### config.mk
export PLATFORM = sky130hd
export DESIGN_NAME = imem_loader
export DESIGN_NICKNAME = d
export VERILOG_FILES = /design/src/rtl/imem_loader.sv
export SDC_FILE = /design/constraint.sdc
export NUM_CORES = 1
export LEC_CHECK = 0
export ABC_AREA = 1
export CORE_UTILIZATION = 48
export CTS_CLUSTER_SIZE = 30
export DETAILED_ROUTE_END_ITERATION = 12
export HOLD_SLACK_MARGIN = 0.08
export PLACE_DENSITY = 0.76
export SYNTH_ARGS = -nofsm -noshare
export SYNTH_HDL_FRONTEND = slang
export SYNTH_SLANG_ARGS = --single-unit
export TNS_END_PERCENT = 5
### constraint.sdc
create_clock -name clk -period 2.55 [get_ports clk]
set_clock_uncertainty 0.15 [all_clocks]
set_input_delay 0.51 -clock clk [delete_from_list [all_inputs] [get_ports clk]]
set_output_delay 0.51 -clock clk [all_outputs]
set_load 0.02 [all_outputs]
### src/rtl/imem_loader.sv
// imem_loader: boot-time program loader and instruction-memory port arbiter.
// Takes 32-bit host words over valid/ready and writes each one as two 16-bit
// halfwords into the instruction memory's write port. While no write is in
// progress, the memory address follows the core's fetch PC. The core stays
// stalled until a complete image has been written.
// Optional feature: define IMEM_LOADER_CHECKSUM_EN to add a trailing
// checksum beat, which is compared against the running halfword sum.
module imem_loader #(
  parameter int ADDRESS_WIDTH           = 6,
  parameter int DATA_WIDTH              = 32,
  parameter int SHORT_INSTRUCTION_WIDTH = DATA_WIDTH / 2,
  parameter int PROGRAM_ADDRESS_WIDTH   = ADDRESS_WIDTH + 1
) (
  input  logic                               clk,
  input  logic                               rst,
  input  logic                               load_start,
  input  logic [ADDRESS_WIDTH-1:0]           load_len,
  input  logic                               in_valid,
  output logic                               in_ready,
  input  logic [DATA_WIDTH-1:0]              in_data,
  input  logic [PROGRAM_ADDRESS_WIDTH-1:0]   fetch_pc,
  output logic                               mem_write_en,
  output logic [SHORT_INSTRUCTION_WIDTH-1:0] mem_write_data,
  output logic [PROGRAM_ADDRESS_WIDTH-1:0]   mem_address,
  output logic                               core_stall,
  output logic                               load_done,
  output logic                               load_error
);

  localparam int SIW = SHORT_INSTRUCTION_WIDTH;
  localparam int PAW = PROGRAM_ADDRESS_WIDTH;

  // Largest image that fits: half the halfword depth, in 32-bit words.
  localparam logic [ADDRESS_WIDTH-1:0] MAX_LEN = ADDRESS_WIDTH'(1 << (ADDRESS_WIDTH - 1));

`ifdef IMEM_LOADER_CHECKSUM_EN
  typedef enum logic [2:0] {IDLE, ACCEPT, WR_LO, WR_HI, CHECK, RUN} state_t;
`else
  typedef enum logic [2:0] {IDLE, ACCEPT, WR_LO, WR_HI, RUN} state_t;
`endif

  state_t                   state;
  logic [PAW-1:0]           ptr;      // byte address of the current word's low half
  logic [ADDRESS_WIDTH-1:0] cnt;      // words still to be written
  logic [SIW-1:0]           hi_half;  // upper halfword, held for the WR_HI beat
  logic [PAW-1:0]           wr_addr;  // address presented during a write beat
`ifdef IMEM_LOADER_CHECKSUM_EN
  logic [SIW-1:0]           sum;      // running mod-2^16 sum of written halfwords
`endif

  // Loader owns the address only while it is writing; otherwise fetch passes through.
  assign mem_address = mem_write_en ? wr_addr : fetch_pc;

  // Load sequencer: all outputs except mem_address are registered here.
  always_ff @(posedge clk or posedge rst) begin
    if (rst) begin
      state          <= IDLE;
      ptr            <= '0;
      cnt            <= '0;
      hi_half        <= '0;
      wr_addr        <= '0;
      in_ready       <= 1'b0;
      mem_write_en   <= 1'b0;
      mem_write_data <= '0;
      core_stall     <= 1'b1;
      load_done      <= 1'b0;
      load_error     <= 1'b0;
`ifdef IMEM_LOADER_CHECKSUM_EN
      sum            <= '0;
`endif
    end else begin
      case (state)
        IDLE, RUN: begin
          if (load_start) begin
`ifdef IMEM_LOADER_CHECKSUM_EN
            sum <= '0;
`endif
            if (load_len == '0) begin
              state      <= RUN;
              core_stall <= 1'b0;
              load_done  <= 1'b1;
              load_error <= 1'b0;
            end else if (load_len > MAX_LEN) begin
              state      <= IDLE;
              core_stall <= 1'b1;
              load_done  <= 1'b0;
              load_error <= 1'b1;
            end else begin
              state      <= ACCEPT;
              ptr        <= '0;
              cnt        <= load_len;
              core_stall <= 1'b1;
              load_done  <= 1'b0;
              load_error <= 1'b0;
              in_ready   <= 1'b1;
            end
          end
        end
        ACCEPT: begin
          if (in_valid) begin
            // The low half goes straight to the write port; the high half waits one beat.
            hi_half        <= in_data[DATA_WIDTH-1:SIW];
            mem_write_data <= in_data[SIW-1:0];
            wr_addr        <= ptr;
            mem_write_en   <= 1'b1;
            in_ready       <= 1'b0;
            state          <= WR_LO;
          end
        end
        WR_LO: begin
          mem_write_data <= hi_half;
          wr_addr        <= ptr + PAW'(2);
          state          <= WR_HI;
`ifdef IMEM_LOADER_CHECKSUM_EN
          sum            <= sum + mem_write_data;
`endif
        end
        WR_HI: begin
          mem_write_en <= 1'b0;
          ptr          <= ptr + PAW'(4);
          cnt          <= cnt - ADDRESS_WIDTH'(1);
`ifdef IMEM_LOADER_CHECKSUM_EN
          sum          <= sum + mem_write_data;
`endif
          if (cnt == ADDRESS_WIDTH'(1)) begin
`ifdef IMEM_LOADER_CHECKSUM_EN
            state      <= CHECK;
            in_ready   <= 1'b1;
`else
            state      <= RUN;
            core_stall <= 1'b0;
            load_done  <= 1'b1;
`endif
          end else begin
            state    <= ACCEPT;
            in_ready <= 1'b1;
          end
        end
`ifdef IMEM_LOADER_CHECKSUM_EN
        CHECK: begin
          if (in_valid) begin
            in_ready <= 1'b0;
            if (in_data[SIW-1:0] == sum) begin
              state      <= RUN;
              core_stall <= 1'b0;
              load_done  <= 1'b1;
            end else begin
              state      <= IDLE;
              core_stall <= 1'b1;
              load_error <= 1'b1;
            end
          end
        end
`endif
        default: state <= IDLE;
      endcase
    end
  end

endmodule

==> results of run 1 <==
-- power breakdown --
group          internal (mW)  switching (mW)
registers               1.32           0.279
logic                  0.963            1.21
clock network          0.435           0.326
-- registers in the layout, indices dropped and copies added (netlist names) --
register,cells
mem_write_en,1
load_error,1
mem_write_data,16
cnt,6
wr_addr,6
core_stall,1
ptr,5
hi_half,16
state,3
load_done,1
in_ready,1
-- cell usage in the layout (no fill, tap or decap), types with 2 or more instances in the layout --
cell type / instances
clkbuf_1: 4
nor3_1: 4
a21oi_1: 8
dlymetal6s2s_1: 3
o21ai_0: 16
o21bai_1: 2
clkdlybuf4s50_1: 73
nor2_1: 38
ha_1: 3
mux2_2: 8
a31oi_1: 7
inv_2: 4
dfrtp_1: 56
nor3b_1: 4
inv_1: 25
o21a_1: 5
mux2_4: 3
o211ai_1: 5
nand3_1: 25
buf_4: 5
clkbuf_8: 12
nand2_1: 94
nand4_1: 11
-- routing by layer --
layer	vias up	global-route usage, %	wire, um
li1	1269	-	-
met1	1185	29.0	2910
met2	76	35.7	2940
met3	8	4.30	276
met4	0	10.0	100
met5	-	0	0
-- cell families after synthesis --
family,Yosys count,share of synthesized area (%)
muxes,11,4.81
adders and majority gates,3,1.34
buffers and inverters,43,6.63
AOI/OAI and AO/OA,44,9.30
and+or+nand+nor,179,27.1
DFF,57,50.8
-- worst max-delay path, delay by kind of cell --
| family | cells | cell delay (ns) |
|---|---|---|
| AND/OR/NAND/NOR | 1 | 0.07 |
| buffers and inverters | 3 | 1.10 |
-- through the flow --
stage | total power, mW | util (%) | instance area (sq um) | hold WS (ns) | cells
6_report | 4.54 | 68.8 | 3830 | 0.324 | 494
5_1_grt | 4.88 | 68.8 | 3830 | 0.340 | 494
4_1_cts | 4.57 | 68.7 | 3830 | 0.328 | 494
3_5_place_dp | 3.79 | 65.4 | 3650 | 0.311 | 478
3_3_place_gp | 3.72 | 65.4 | 3650 | 0.307 | 478
2_1_floorplan | 3.01 | - | 2810 | 0.292 | 337
-- how the worst min path moves through the flow --
stage,cells past startpoint,end,slack [ns]
global placement,2,wr_addr[1],0.31
finish,2,wr_addr[1],0.32
CTS,2,wr_addr[1],0.33
global route,2,wr_addr[1],0.34
detailed placement,2,wr_addr[1],0.31
floorplan,2,wr_addr[1],0.29
-- cell type report --
cell class,count,share of cell area (%)
Sequential cell,57,37.2
Inverter,30,2.97
Clock buffer,16,4.70
Tap cell,72,2.35
Timing Repair Buffer,82,21.5
Multi-Input combinational cell,237,31.2
==> flow_metrics.env, run 1 <==
export IMPL_outcome="finished clean"
export IMPL_dr_pass1_iters=5
export IMPL_synth_seq_cells=57
export IMPL_fmax_mhz=427
export IMPL_syn_avg_cell_area_sq_um=8.34
export IMPL_syn_area_sq_um=2810
export IMPL_clock_tree_root_cell="clkbuf_8"
export IMPL_syn_nets=389
export IMPL_worstSetupStartpointType="input port"
export IMPL_cts_sinks=57
export IMPL_reg2reg_to="cnt[5]"
export IMPL_core_area_sq_um=5570
export IMPL_synth_area_leader_cell="dfrtp_1"
export IMPL_synthFlopType="dfrtp_1"
export IMPL_hold_start="wr_addr[1]"
export IMPL_fin_setup_tns_ns=0
export IMPL_setup_violations=0
export IMPL_r2r_cells=5
export IMPL_num_io_pins=77
export IMPL_synth_common_cells="nand2_1 (94), dfrtp_1 (56), nor2_1 (38)"
export IMPL_cts_buffers=9
export IMPL_startpoint="fetch_pc[0]"
export IMPL_htree_levels=3
export IMPL_drive_gt1_share_pct=9.00
export IMPL_multi_input_area_sq_um=1200
export IMPL_p_leak_nw=1.85
export IMPL_hold_class="reg -> reg"
export IMPL_cp_cell_sequence="clkdlybuf4s50_1 > inv_1 > nor2_1 > clkdlybuf4s50_1"
export IMPL_critPathSlowestCell="clkdlybuf4s50_1"
export IMPL_portBuffers=76
export IMPL_post_place_ws_ns=0.140
export IMPL_dieArea_sq_um=6170
export IMPL_overflow=0
export IMPL_r2r_start="state[1]"
export IMPL_crit_arrival_ns=1.68
export IMPL_synth_async_sr_flop_share_pct=100
export IMPL_drv_cap=0
export IMPL_synth_top_cell_area_share_pct=49.8
export IMPL_max_stage_delay_ns=0.60
export IMPL_fin_nets=469
export IMPL_clk_latency_ns=0.33
export IMPL_antenna_cells=0
export IMPL_critPathRequiredTime_ns=1.89
export IMPL_synth_cell_types=27
export IMPL_grt_util_all_layers_pct=22.2
export IMPL_fin_crit_sh_pct=91.9
export IMPL_drtIter0Drc=170
export IMPL_cp_max_fo=1
export IMPL_critPathCaptureType="output pin"
export IMPL_post_cts_buffers=0
export IMPL_relSlewSlack_pct=72.6
export IMPL_ys_seq_area_share_pct=50.8
export IMPL_register_area_sq_um=1430
export IMPL_viasPerCell=5.14
export IMPL_clock_path_buffers=2
export IMPL_die_width_um=78.5
export IMPL_detailroute_via_count=2538
export IMPL_crit_top_cell="clkdlybuf4s50_1"
export IMPL_place_gp_congestion=0.811
export IMPL_synth_most_common_cell="nand2_1"
export IMPL_r2r_slack_ns=0.58
export IMPL_grt_max_degree=58
export IMPL_synth_edf_count=0
export IMPL_synthCells=337
export IMPL_power_density_nw_per_um2=1180
export IMPL_die_y_um=78.5
export IMPL_antenna_found_initial=0
export IMPL_drv_slew=0
export IMPL_grt_pass1_vias=2313
export IMPL_period_minus_slack_ns=2.34
export IMPL_fin_ws_ns=0.207
export IMPL_synth_top_cells_by_area="dfrtp_1 (50%), nand2_1 (13%), nor2_1 (5.1%)"
export IMPL_worstMarginPinSlew_ns=0.410
export IMPL_cts_tree="yes"
export IMPL_crit_end="mem_address[0]"
export IMPL_ant_nets=0
export IMPL_path_class="in -> out"
export IMPL_place_detailed_hpwl_um=4350
export IMPL_hold_viol=0
export IMPL_clkTransAtPathRegs_ns=0.06
export IMPL_drc_errors=0
export IMPL_num_fill_cells=485
export IMPL_ctsHoldBuffers=0
export IMPL_start_util_pct=50.4
export IMPL_wirelength_um=6220
export IMPL_ir_worst_vdd_mv=0.718
export IMPL_ys_warn_count=0
export IMPL_wl_per_cell_um=12.6
export IMPL_grt_pass1_wl_um=10600
export IMPL_rsz0062_at_grt="no"
export IMPL_rows=27
export IMPL_cts_resized_gates=1
export IMPL_area_growth_pct=36.4
Note: power is estimated with default switching activity, not from simulation.
==> run 2: changes to the inputs <==
--- a/config.mk
+++ b/config.mk
@@ -6,11 +6,12 @@
 export NUM_CORES = 1
 export LEC_CHECK = 0
 export ABC_AREA = 1
-export CORE_UTILIZATION = 48
+export CORE_ASPECT_RATIO = 0.7
+export CORE_UTILIZATION = 40
 export CTS_CLUSTER_SIZE = 30
 export DETAILED_ROUTE_END_ITERATION = 12
 export HOLD_SLACK_MARGIN = 0.08
-export PLACE_DENSITY = 0.76
+export PLACE_DENSITY = 0.64
 export SYNTH_ARGS = -nofsm -noshare
 export SYNTH_HDL_FRONTEND = slang
 export SYNTH_SLANG_ARGS = --single-unit
==> run 2 against run 1 <==
Net effect: combinational power about the same; sequential power about the same; maximum frequency fell by 1.3%; sequential share of layout area fell by 0.61 points; critical path depth shrank 1; worst hold slack about the same; register-to-register slack better by 0.08 ns; clock-buffer cell count down 3; design area up 1.7%; die area is 20% higher; critical path type is now reg -> out.
==> flow_metrics.env, run 2 (synthesis results as in run 1) <==
export IMPL_outcome="finished clean"
export IMPL_biggestRegsByFlops="hi_half x16, mem_write_data x16"
export IMPL_grt_use_met2_pct=30.2
export IMPL_wirelength_um=6390
export IMPL_wl_per_cell_um=12.4
export IMPL_detailroute_via_count=2419
export IMPL_hold_class="reg -> reg"
export IMPL_fmax_mhz=421
export IMPL_clk_latency_ns=0.32
export IMPL_setup_violations=0
export IMPL_dr_pass1_iters=4
export IMPL_post_place_ws_ns=0.162
export IMPL_finalPower_mw=4.64
export IMPL_final_cell_mix="nand2_1 (94), clkdlybuf4s50_1 (75), dfrtp_1 (56)"
export IMPL_path_class="reg -> out"
export IMPL_cts_buffers=9
export IMPL_clkTransAtPathRegs_ns=0.06
export IMPL_antenna_cells=0
export IMPL_clock_tree_root_cell="clkbuf_8"
export IMPL_core_area_sq_um=6790
export IMPL_layout_commonest_cell="nand2_1"
export IMPL_drc_errors=0
export IMPL_grt_pass1_wl_um=10700
export IMPL_busiest_layer="met2"
export IMPL_htree_levels=3
export IMPL_relSlewSlack_pct=66.7
export IMPL_rsz0062_at_grt="no"
export IMPL_met3_usage_pct=5.01
export IMPL_cts_sinks=57
export IMPL_final_util_pct=57.4
export IMPL_place_detailed_hpwl_um=4730
export IMPL_die_y_um=72.1
export IMPL_grt_max_degree=27
export IMPL_clock_path_buffers=2
export IMPL_grt_pass1_vias=2302
export IMPL_period_minus_slack_ns=2.37
export IMPL_worstSetupStartpointType="flop"
export IMPL_hold_ws_ns=0.324
export IMPL_drive_gt1_share_pct=9.95
export IMPL_antenna_found_initial=0
export IMPL_post_cts_buffers=0
export IMPL_critPathRequiredTime_ns=1.89
export IMPL_ant_nets=0
export IMPL_instances_no_fill=516
export IMPL_num_io_pins=77
export IMPL_portBuffers=76
export IMPL_hold_viol=0
export IMPL_rows=25
export IMPL_power_density_nw_per_um2=1190
export IMPL_dieArea_sq_um=7370
export IMPL_dp_cells=501
export IMPL_worstMarginPinSlew_ns=0.499
export IMPL_drv_slew=0
export IMPL_critPathCaptureType="output pin"
export IMPL_grt_util_all_layers_pct=18.9
export IMPL_crit_arrival_ns=1.71
export IMPL_drtIter0Drc=56
export IMPL_fin_ws_ns=0.177
export IMPL_ir_worst_vdd_mv=0.556
export IMPL_viasPerCell=4.69
export IMPL_start_util_pct=41.4
export IMPL_fin_nets=470
export IMPL_cts_tree="yes"
export IMPL_area_growth_pct=38.7
export IMPL_ctsHoldBuffers=0
export IMPL_cp_max_fo=10
export IMPL_place_gp_congestion=0.790
export IMPL_fin_setup_tns_ns=0
export IMPL_placed_cell_area_sq_um=3680
export IMPL_met1_usage_pct=25.3
export IMPL_drv_cap=0
export IMPL_overflow=0
export IMPL_stdcell_area_sq_um=3900
export IMPL_p_leak_nw=1.85
export IMPL_fin_crit_sh_pct=93.0
export IMPL_die_width_um=102
==> run 2: final timing paths <==
path / slack, ns / start / depth (start not counted) / endpoint
max: 0.18 / mem_write_en / 3 / mem_address[4]
min: 0.32 / in_ready / 2 / in_ready
max reg2reg: 0.66 / state[0] / 7 / ptr[3]
min reg2reg: 0.32 / in_ready / 2 / in_ready
max in group asynchronous: 1.23 / rst / 3 / core_stall
min in group asynchronous: 0.39 / rst / 2 / mem_write_data[10]
==> run 2: area by class of cell <==
| cell class | count | area [sq um] |
|---|---|---|
| Inverter | 30 | 114 |
| Timing Repair Buffer | 83 | 828 |
| Clock inverter | 2 | 35.0 |
| Fill cell | 674 | 2890 |
| Tap cell | 94 | 118 |
| Clock buffer | 13 | 179 |
| Sequential cell | 57 | 1430 |
| Multi-Input combinational cell | 237 | 1200 |
==> run 2: repair_timing <==
action	4_1_cts	5_1_grt
hold endpoints to repair	0	0
gates cloned	0	0
resized for setup	1	1
endpoints found under the setup margin	1	1
==> run 2: report_power, final <==
group          switching (mW)  internal, mW
logic                    1.19         0.969
clock network           0.326         0.551
registers               0.281          1.32
total                    1.80          2.84
==> run 2: per-layer routing <==
| layer | share of wire [%] | vias to the layer above |
|---|---|---|
| met2 | 44 | 48 |
| li1 | - | 1266 |
| met1 | 50 | 1100 |
| met3 | 4.7 | 5 |
| met5 | 0 | - |
| met4 | 0.77 | 0 |
==> run 2: critical path, cell delays in order, from the launching register on <==
cell             delay (ns)
dfrtp_1                0.44
clkinv_2               0.17
o21ai_0                0.18
clkdlybuf4s50_1        0.62
==> run 3: changes to the inputs <==
--- a/config.mk
+++ b/config.mk
@@ -7,11 +7,11 @@
 export LEC_CHECK = 0
 export ABC_AREA = 1
 export CORE_ASPECT_RATIO = 0.7
-export CORE_UTILIZATION = 40
+export CORE_UTILIZATION = 48
 export CTS_CLUSTER_SIZE = 30
 export DETAILED_ROUTE_END_ITERATION = 12
 export HOLD_SLACK_MARGIN = 0.08
-export PLACE_DENSITY = 0.64
+export PLACE_DENSITY = 0.76
 export SYNTH_ARGS = -nofsm -noshare
 export SYNTH_HDL_FRONTEND = slang
 export SYNTH_SLANG_ARGS = --single-unit
==> run 3 against run 2 <==
Net effect: sequential share of layout area rose by 0.60 points; global-route usage rose by 5.9 points; core utilization rose by 13 points; die area fell by 16%; setup slack got worse by 0.040 ns; largest power group unchanged.
==> flow_metrics.env, run 3 (synthesis results as in run 1) <==
export IMPL_outcome="finished clean"
export IMPL_period_minus_slack_ns=2.41
export IMPL_start_util_pct=51.6
export IMPL_area_growth_pct=36.4
export IMPL_drtIter0Drc=138
export IMPL_biggestRegsByFlops="hi_half x16, mem_write_data x16"
export IMPL_worstSetupStartpointType="flop"
export IMPL_dr_pass1_iters=4
export IMPL_stdcell_area_sq_um=3840
export IMPL_dp_cells=481
export IMPL_grt_pass1_vias=2502
export IMPL_place_detailed_hpwl_um=4830
export IMPL_relSlewSlack_pct=71.6
export IMPL_p_int_mw=2.74
export IMPL_viasPerCell=5.16
export IMPL_drv_cap=0
export IMPL_pwr_share_seq_pct=35.0
export IMPL_fin_crit_sh_pct=94.6
export IMPL_r2r_start="state[1]"
export IMPL_clk_latency_ns=0.33
export IMPL_place_gp_congestion=0.843
export IMPL_rsz0062_at_grt="no"
export IMPL_power_density_nw_per_um2=1190
export IMPL_setup_violations=0
export IMPL_p_leak_nw=1.84
export IMPL_hold_start="in_ready"
export IMPL_worstMarginPinSlew_ns=0.425
export IMPL_ant_nets=0
export IMPL_num_fill_cells=468
export IMPL_wirelength_um=6610
export IMPL_placed_cell_area_sq_um=3660
export IMPL_min_path_cells=2
export IMPL_final_cell_mix="nand2_1 (94), clkdlybuf4s50_1 (75), dfrtp_1 (56)"
export IMPL_critPathCaptureType="output pin"
export IMPL_ctsHoldBuffers=0
export IMPL_antenna_cells=0
export IMPL_htree_levels=3
export IMPL_comb_power_share_pct=48.2
export IMPL_clkTransAtPathRegs_ns=0.06
export IMPL_rows=22
export IMPL_sw_frac_of_total_pct=40.2
export IMPL_fin_setup_tns_ns=0
export IMPL_detailroute_via_count=2561
export IMPL_crit_arrival_ns=1.75
export IMPL_fin_ws_ns=0.138
export IMPL_clock_tree_root_cell="clkbuf_8"
export IMPL_overflow=0
export IMPL_drv_slew=0
export IMPL_dieArea_sq_um=6170
export IMPL_cp_max_fo=10
export IMPL_wl_per_cell_um=13.3
export IMPL_r2r_cells=5
export IMPL_drive_gt1_share_pct=9.91
export IMPL_grt_util_all_layers_pct=24.8
export IMPL_instances_no_fill=496
export IMPL_cts_sinks=57
export IMPL_grt_max_degree=32
export IMPL_hold_ws_ns=0.335
export IMPL_layout_commonest_cell="nand2_1"
export IMPL_ir_worst_vdd_mv=0.759
export IMPL_num_io_pins=77
export IMPL_cts_tree="yes"
export IMPL_hold_class="reg -> reg"
export IMPL_drc_errors=0
export IMPL_fin_nets=472
export IMPL_power_switching_mw=1.84
export IMPL_cts_buffers=9
export IMPL_antenna_found_initial=0
export IMPL_portBuffers=76
export IMPL_die_width_um=93.5
export IMPL_post_place_ws_ns=0.169
export IMPL_die_y_um=66.0
export IMPL_path_class="reg -> out"
export IMPL_clock_path_buffers=2
export IMPL_hold_viol=0
export IMPL_post_cts_buffers=0
export IMPL_core_area_sq_um=5450
export IMPL_fmax_mhz=415
export IMPL_clockPowerShare_pct=16.8
export IMPL_grt_pass1_wl_um=11600
export IMPL_startpoint="mem_write_en"
export IMPL_critPathRequiredTime_ns=1.89
run 3: repair_timing:
action	in CTS	in global routing
endpoints found under the setup margin	1	1
endpoints found under the hold margin	0	0
resized for setup	1	1
run 3: path summary, 6_finish.rpt:
check | end | slack, ns
setup / recovery | mem_address[4] | 0.14
hold / removal | in_ready | 0.33
setup reg to reg | cnt[3] | 0.57
hold reg to reg | in_ready | 0.33
max in group asynchronous | core_stall | 1.49
min in group asynchronous | cnt[3] | 0.40
run 3: area by class of cell:
| type | instances | area, sq um | share of cell area [%] |
|---|---|---|---|
| Clock inverter | 4 | 45.0 | 1.17 |
| Tap cell | 72 | 90.1 | 2.35 |
| Inverter | 30 | 114 | 2.97 |
| Clock buffer | 11 | 131 | 3.42 |
| Multi-Input combinational cell | 237 | 1200 | 31.2 |
| Timing Repair Buffer | 85 | 831 | 21.7 |
| Sequential cell | 57 | 1430 | 37.2 |
run 3: through the flow:
stage	util (%)	power (mW)
CTS	70.3	4.61
detailed placement	67.1	3.82
global placement	67.1	3.74
finish	70.4	4.58
floorplan	-	3.01
global route	70.4	4.98
run 3: power by group through the flow:
stage / clock network (mW) / logic, mW / registers, mW
after floorplan: 0 / 1.27 / 1.74
after global placement: 0 / 2.15 / 1.60
after detailed placement: 0 / 2.21 / 1.61
after CTS: 0.793 / 2.22 / 1.60
after global routing: 0.842 / 2.47 / 1.66
final: 0.772 / 2.21 / 1.60
run 3: worst max-delay path, stage by stage (launching register included):
cell	delay, ns
dfrtp_1	0.44
clkinv_2	0.16
o21ai_0	0.20
clkdlybuf4s50_1	0.62
run 3: per-layer routing:
metal	global-route usage, %	wire length [um]	vias to the layer above
met4	6.15	53	0
met5	0	0	-
li1	-	-	1273
met1	33.7	3200	1204
met3	8.16	420	7
met2	38.3	2930	77
